[config.mk]
export PLATFORM = sky130hd
export DESIGN_NAME = instr_fetch_ctrl
export DESIGN_NICKNAME = d
export VERILOG_FILES = /design/src/rtl/instr_fetch_ctrl.sv
export SDC_FILE = /design/constraint.sdc
export NUM_CORES = 1
export LEC_CHECK = 0
export CAP_MARGIN = 10
export CORE_AREA = 2 2 104 106
export DETAILED_ROUTE_END_ITERATION = 10
export DIE_AREA = 0 0 106 108
export PLACE_DENSITY_LB_ADDON = 0.08
export SKIP_CTS_REPAIR_TIMING = 1
export SLEW_MARGIN = 25
export SYNTH_ARGS = -nofsm -noshare
export SYNTH_HDL_FRONTEND = slang
export SYNTH_SLANG_ARGS = --single-unit
[constraint.sdc]
create_clock -name clk -period 2.41 [get_ports clk]
set_input_delay 0.723 -clock clk [delete_from_list [all_inputs] [get_ports clk]]
set_output_delay 0.723 -clock clk [all_outputs]
set_load 0.02 [all_outputs]
[src/rtl/instr_fetch_ctrl.sv]
// Instruction fetch sequencer: owns the fetch PC, reads the combinational ROM and buffers
// fetched {pc, instr} pairs in a small circular prefetch FIFO drained by decode.
module instr_fetch_ctrl #(
  parameter int unsigned ADDRESS_WIDTH = 16,
  parameter int unsigned DATA_WIDTH    = 32,
  parameter int unsigned RESET_PC      = 0,
  parameter int unsigned FIFO_DEPTH    = 2
) (
  input  logic                          clk,
  input  logic                          rst_n,
  output logic [ADDRESS_WIDTH-1:0]      imem_addr,
  input  logic [DATA_WIDTH-1:0]         imem_instr,
  input  logic                          halt,
  input  logic                          redirect_valid,
  input  logic [ADDRESS_WIDTH-1:0]      redirect_pc,
  output logic                          out_valid,
  input  logic                          out_ready,
  output logic [DATA_WIDTH-1:0]         out_instr,
  output logic [ADDRESS_WIDTH-1:0]      out_pc,
  output logic [$clog2(FIFO_DEPTH):0]   fifo_count
);

  localparam int unsigned PtrW = $clog2(FIFO_DEPTH);
  localparam int unsigned CntW = PtrW + 1;
  localparam logic [ADDRESS_WIDTH-1:0] ResetPc = ADDRESS_WIDTH'(RESET_PC);

  logic [ADDRESS_WIDTH-1:0] fpc_q, fpc_d;
  logic [ADDRESS_WIDTH-1:0] pc_mem_q    [FIFO_DEPTH];
  logic [ADDRESS_WIDTH-1:0] pc_mem_d    [FIFO_DEPTH];
  logic [DATA_WIDTH-1:0]    instr_mem_q [FIFO_DEPTH];
  logic [DATA_WIDTH-1:0]    instr_mem_d [FIFO_DEPTH];
  logic [PtrW-1:0]          head_q, head_d;
  logic [PtrW-1:0]          tail_q, tail_d;
  logic [CntW-1:0]          count_q, count_d;
  logic                     pop, push;

  // Fetch granularity is a word; the byte offset of a redirect target is dropped.
  logic unused_redirect_lsb;
  assign unused_redirect_lsb = ^redirect_pc[1:0];

  always_comb begin
    pop         = (count_q != '0) && out_ready;
    // A pop frees a slot in the same cycle, so a full FIFO keeps streaming without a bubble.
    push        = !redirect_valid && !halt && ((count_q < CntW'(FIFO_DEPTH)) || pop);
    fpc_d       = fpc_q;
    pc_mem_d    = pc_mem_q;
    instr_mem_d = instr_mem_q;
    head_d      = head_q;
    tail_d      = tail_q;
    count_d     = count_q;
    if (redirect_valid) begin
      fpc_d   = {redirect_pc[ADDRESS_WIDTH-1:2], 2'b00};
      head_d  = '0;
      tail_d  = '0;
      count_d = '0;
    end else begin
      if (push) begin
        pc_mem_d[tail_q]    = fpc_q;
        instr_mem_d[tail_q] = imem_instr;
        tail_d              = tail_q + PtrW'(1);
        fpc_d               = fpc_q + ADDRESS_WIDTH'(4);
      end
      if (pop) begin
        head_d = head_q + PtrW'(1);
      end
      count_d = count_q + CntW'(push) - CntW'(pop);
    end
  end

  always_ff @(posedge clk or negedge rst_n) begin
    if (!rst_n) begin
      fpc_q   <= ResetPc;
      head_q  <= '0;
      tail_q  <= '0;
      count_q <= '0;
      for (int i = 0; i < int'(FIFO_DEPTH); i++) begin
        pc_mem_q[i]    <= '0;
        instr_mem_q[i] <= '0;
      end
    end else begin
      fpc_q       <= fpc_d;
      head_q      <= head_d;
      tail_q      <= tail_d;
      count_q     <= count_d;
      pc_mem_q    <= pc_mem_d;
      instr_mem_q <= instr_mem_d;
    end
  end

  assign imem_addr  = fpc_q;
  assign out_valid  = (count_q != '0);
  assign out_instr  = instr_mem_q[head_q];
  assign out_pc     = pc_mem_q[head_q];
  assign fifo_count = count_q;

endmodule

==> flow_metrics.py, run 1 <==
metrics = {
    "die": {
        "die_w_um": 106,
        "placeableCoreArea_mm2": 0.0102,
        "rows": 37,
        "start_util_pct": 49.0,
        "dieArea_mm2": 0.0114,
        "io_pins": 120,
        "die_h_um": 108,
    },
    "timing": {
        "finClkSkew_ns": 0.0142,
        "fin_crit_ns": 2.36,
        "fin_crit_sh_pct": 98.1,
        "rsz0062_at_grt": "false",
        "worst_hold_slack_ns": 0.292,
        "fmax_mhz": 423,
        "maxSlewViolCount": 0,
        "fin_ws_ns": 0.0467,
        "final-hold-violation-count": 0,
        "setup_viol": 0,
    },
    "setup_path": {
        "crit_family": "buffers and inverters",
        "rr_worst_depth": 5,
        "crit_path_max_fanout": 4,
        "reg2reg_slack_ns": 0.52,
        "r2r-end": "pc_mem_q[22]",
        "worstSetupStartpoint": "fifo_count[1]",
        "cp-end-kind": "output port",
        "worst_path_max_delay_cell": "clkdlybuf4s50_1",
        "crit_path_start_kind": "flip-flop",
        "cp.depth": 2,
        "critPathArrivalTime_ns": 1.64,
        "worstPathBufferInverterCount": 1,
        "worst_path_largest_cell_delay_ns": 0.55,
        "r2r_start": "fifo_count[1]",
        "crit_type": "flip-flop to output port",
        "crit_chain": "or2_2, clkdlybuf4s50_1",
        "endpoint": "out_valid",
        "cp.required_ns": 1.69,
    },
    "yosys": {
        "yosysWarnings": 0,
        "yosys-top-cells-area": "dfrtp_1 55%, mux2_2 31%, xnor2_1 2.1%, buf_4 1.8%, nand2_1 1.3%",
        "netlist_area_mm2": 0.00501,
        "yosys.area.top_type": "dfrtp_1",
        "yosys_register_bits": 110,
        "syn_avg_cell_area_um2": 13.7,
        "syn_inst": 365,
        "synth.distinct_cells": 36,
        "synth.yosys.seq_area_share_pct": 54.9,
        "synth_top_area_share_pct": 54.9,
    },
    "clock_network": {
        "htree_levels": 3,
        "cts_buffers": 9,
        "cts_sinks": 110,
        "path_clk_slew_ns": 0.11,
        "root_buffer": "clkbuf_8",
        "cts_buffer_depth": 2,
        "clk_latency_ns": 0.36,
        "cts_tree": "done",
    },
    "worst_hold_path": {
        "hold_class": "input port to async pin",
    },
    "cells_and_area": {
        "layout_common_cells": "136 x mux2_2, 109 x dfrtp_1, 66 x clkdlybuf4s50_1",
        "fin_area_mm2": 0.00674,
        "diodes": 0,
        "layout-drive-gt1-share_pct": 35.7,
        "num-nets-final": 544,
        "fill_cells": 775,
        "final_common_cell": "mux2_2",
        "area_growth_pct": 34.4,
    },
    "routing": {
        "avgViaCountPerCell": 5.22,
        "wl_per_cell_um": 16.9,
        "vias": 3286,
        "dr.pass1.iters": 4,
        "drc": 0,
        "wirelength_mm": 10.6,
        "drt_iter0_markers": 95,
        "ant_nets": 0,
    },
    "placement": {
        "hpwlAfterDp_mm": 7.33,
        "place_area_mm2": 0.00643,
        "pre_cts_ws_ns": -0.180,
        "io_buffers": 113,
        "gp_congestion": 0.780,
    },
    "pwr": {
        "p_leak_nw": 3.16,
        "p_per_area_mw_per_mm2": 1110,
        "peakVddDrop_mv": 0.496,
        "p_total_w": 0.00751,
    },
    "global_routing": {
        "gr-total-overflow": 0,
        "grt_max_degree": 43,
        "antenna_found_initial": 0,
        "track_usage_pct": 19.3,
        "grt_pass1_vias": 3568,
        "grt_pass1_wl_mm": 17.5,
    },
    "run": {
        "max-cap-violations": 0,
    },
    "status": {
        "outcome": "finished, final reports clean",
    },
}
==> cell usage after synthesis, drive strengths merged <==
cell and number:
buf 14, o211ai 1, and2 1, a311o 1, a21o 1, nor3 3
xor2 1, nor4b 2, dfrtp 110, a31oi 2, mux2i 1, xnor2 12
nor4 4, o21ai 11, mux2 138, clkbuf 8, nor2b 2, nor2 10
nand3 5, and3 3, inv 4, or2 1, ha 3, nand2 17
conb 1, nand2b 2, or4 2, nand4 3, or3 2
==> cell families (layout without fill, tap and decap cells) <==
family	after synthesis	count (layout)	synth area share (%)
AND/OR/NAND/NOR	57	57	6.09
XOR/XNOR	13	13	2.27
multiplexers	139	139	31.2
buffers and inverters	26	151	2.87
AO/OA/AOI/OAI	16	16	1.85
adder cells (fa/ha/maj)	3	3	0.749
other	1	4	0.0748
flip-flops	110	110	54.9
==> through the flow <==
stage	TNS (ns)	instances	util, %
floorplan	0	368	-
global placement	-9.66	613	62.9
detailed placement	-10.72	613	62.9
CTS	-10.04	629	64.7
global route	0	629	65.9
finish	0	629	65.9
==> layout make-up <==
cell class	instances	area, µm²	share of cell area (%)
clock inverters	5	58.8	0.873
flip-flops and latches	110	2750	40.9
clock buffers	11	131	1.95
inverters	4	15.0	0.223
repair buffers	131	1480	21.9
multi-input cells	232	2130	31.6
well taps	136	170	2.53
==> sequential cells by signal, summed over array words and instances (netlist names) <==
name / cells
instr_mem_q: 64
pc_mem_q: 28
imem_addr: 14
fifo_count: 2
head_q: 1
tail_q: 1
==> how the worst min path moves through the flow <==
stage                      endpoint             from  slack (ns)
detailed placement  instr_mem_q[48]  instr_mem_q[48]        0.48
global route        instr_mem_q[15]            rst_n        0.32
finish              instr_mem_q[15]            rst_n        0.29
CTS                 instr_mem_q[15]            rst_n        0.30
floorplan             fifo_count[0]            rst_n        0.43
global placement    instr_mem_q[48]  instr_mem_q[48]        0.46
==> routing by layer <==
metal / wire, µm / vias up / global-route usage [%]
li1: - / 1530 / -
met1: 4700 / 1672 / 25.1
met2: 5250 / 76 / 32.9
met3: 576 / 8 / 5.00
met4: 101 / 0 / 4.42
met5: 0 / - / 0
==> power by group <==
part / switching (W) / total, W / internal, W
clock network: 0.000624 / 0.00111 / 0.000485
registers: 0.000400 / 0.00297 / 0.00257
logic: 0.00149 / 0.00343 / 0.00194
Note: power is estimated with default switching activity, not from simulation.
==> run 2, diff against run 1 <==
--- a/config.mk
+++ b/config.mk
@@ -5,7 +5,7 @@
 export SDC_FILE = /design/constraint.sdc
 export NUM_CORES = 1
 export LEC_CHECK = 0
-export CAP_MARGIN = 10
+export CAP_MARGIN = 15
 export CORE_AREA = 2 2 104 106
 export DETAILED_ROUTE_END_ITERATION = 10
 export DIE_AREA = 0 0 106 108
==> results of run 2 <==
Final layout, timing and power as in run 1 (identical DEF).
==> run 3, diff against run 2 <==
--- a/config.mk
+++ b/config.mk
@@ -11,7 +11,9 @@
 export DIE_AREA = 0 0 106 108
 export PLACE_DENSITY_LB_ADDON = 0.08
 export SKIP_CTS_REPAIR_TIMING = 1
+export SKIP_LAST_GASP = 1
 export SLEW_MARGIN = 25
 export SYNTH_ARGS = -nofsm -noshare
 export SYNTH_HDL_FRONTEND = slang
 export SYNTH_SLANG_ARGS = --single-unit
+export TNS_END_PERCENT = 20
==> run 3 against run 2 <==
Effect of this change:
- clock-buffer cell count unchanged
- the flow now finishes with violations (setup timing)
- maximum frequency decreased by 10%
- worst setup slack got worse by 0.26 ns
- utilization decreased by 0.90 points
- final cell count unchanged
- first-iteration DRC count increased by 23%
==> flow_metrics.py, run 3 (same netlist as run 1, synthesis figures left out) <==
metrics = {
    "clock_network": {
        "clk_latency_ns": 0.36,
        "cts_sinks": 110,
        "root_buffer": "clkbuf_8",
        "htree_levels": 3,
        "cts_buffers": 9,
        "cts_tree": "done",
        "path_clk_slew_ns": 0.10,
        "cts_buffer_depth": 2,
    },
    "placement": {
        "io_buffers": 113,
        "gp_congestion": 0.780,
        "place_area_mm2": 0.00643,
        "hpwlAfterDp_mm": 7.33,
    },
    "cells_and_area": {
        "layout-drive-gt1-share_pct": 35.7,
        "fill_cells": 794,
        "area_growth_pct": 32.5,
        "fin_area_mm2": 0.00665,
        "largest_reg_flops": 64,
        "regArea_mm2": 0.00275,
        "multi_input_area_mm2": 0.00213,
        "layout_common_cells": "136 x mux2_2, 109 x dfrtp_1, 103 x clkdlybuf4s50_1",
        "fin_util_pct": 65.0,
        "final_common_cell": "mux2_2",
        "diodes": 0,
        "num-nets-final": 544,
        "regMostFlops": "instr_mem_q",
    },
    "status": {
        "outcome": "complete, but fails checks",
        "violations": "setup timing",
    },
    "setup_path": {
        "worstSetupStartpoint": "head_q",
        "endpoint": "out_instr[24]",
        "reg2reg_slack_ns": 0.53,
        "crit_path_max_fanout": 24,
        "crit_type": "flip-flop to output port",
        "rr_worst_depth": 5,
        "r2r-end": "pc_mem_q[22]",
        "cp.required_ns": 1.69,
        "crit_path_start_kind": "flip-flop",
        "r2r_start": "fifo_count[1]",
        "critPathArrivalTime_ns": 1.90,
        "cp-end-kind": "output port",
    },
    "routing": {
        "vias": 3282,
        "wl_per_cell_um": 16.8,
        "drc": 0,
        "dr.pass1.iters": 4,
        "wirelength_mm": 10.6,
        "ant_nets": 0,
        "drt_iter0_markers": 117,
        "avgViaCountPerCell": 5.22,
    },
    "die": {
        "start_util_pct": 49.0,
        "die_w_um": 106,
        "die_h_um": 108,
        "placeableCoreArea_mm2": 0.0102,
        "rows": 37,
        "io_pins": 120,
        "dieArea_mm2": 0.0114,
    },
    "timing": {
        "fin_ws_ns": -0.217,
        "fmax_mhz": 381,
        "fin_tns_setup_ns": -7.04,
        "fin_crit_ns": 2.63,
        "finClkSkew_ns": 0.0125,
        "fin_crit_sh_pct": 109,
        "setup_viol": 37,
        "maxSlewViolCount": 0,
        "final-hold-violation-count": 0,
        "rsz0062_at_grt": "true",
    },
    "global_routing": {
        "track_usage_pct": 19.3,
        "grt_pass1_vias": 3568,
        "antenna_found_initial": 0,
        "gr-total-overflow": 0,
        "grt_max_degree": 43,
        "grt_pass1_wl_mm": 17.5,
    },
    "run": {
        "max-cap-violations": 0,
    },
    "pwr": {
        "p_leak_nw": 2.80,
        "peakVddDrop_mv": 0.517,
        "p_per_area_mw_per_mm2": 1140,
    },
    "worst_hold_path": {
        "hold_class": "input port to async pin",
    },
}
[run 3: how the worst min path moves through the flow]
stage	startpoint	end	slack [ns]	cells after the start
finish	rst_n	instr_mem_q[15]	0.29	1
global route	rst_n	instr_mem_q[15]	0.32	1
CTS	rst_n	instr_mem_q[15]	0.30	1
detailed placement	instr_mem_q[48]	instr_mem_q[48]	0.48	1
global placement	instr_mem_q[48]	instr_mem_q[48]	0.46	1
floorplan	rst_n	fifo_count[0]	0.43	0
[run 3: cell type report]
| cell class | count | share of cell area [%] |
|---|---|---|
| clock inverters | 5 | 0.885 |
| repair buffers | 131 | 20.9 |
| clock buffers | 11 | 1.98 |
| multi-input cells | 232 | 32.0 |
| inverters | 4 | 0.226 |
| flip-flops and latches | 110 | 41.4 |
| well taps | 136 | 2.56 |
[run 3: layer usage]
layer  wire (µm)  vias up  track usage, %
met5           0        -               0
met4         101        0            4.42
met3         564        8            5.00
met2        5180       80            32.9
met1        4740     1662            25.1
li1            -     1532               -
[run 3: worst max-delay path, cell delays in order (launching register included)]
cell and delay (ns):
dfrtp_2 0.44, buf_12 0.21, mux2_2 0.36, clkdlybuf4s50_1 0.53
[run 3: power by group]
group          switching, W  internal (W)
Combinational       0.00150       0.00202
Sequential         0.000397       0.00257
Clock              0.000626      0.000485
[run 3: per-stage QoR]
| stage | hold slack (ns) | setup slack, ns | instances | total power, W |
|---|---|---|---|---|
| finish | 0.291 | -0.217 | 629 | 0.00760 |
| floorplan | 0.427 | 0.260 | 368 | 0.00503 |
| detailed placement | 0.477 | -0.180 | 613 | 0.00659 |
| global route | 0.316 | -0.274 | 629 | 0.00803 |
| global placement | 0.464 | -0.158 | 613 | 0.00646 |
| CTS | 0.301 | -0.253 | 629 | 0.00769 |
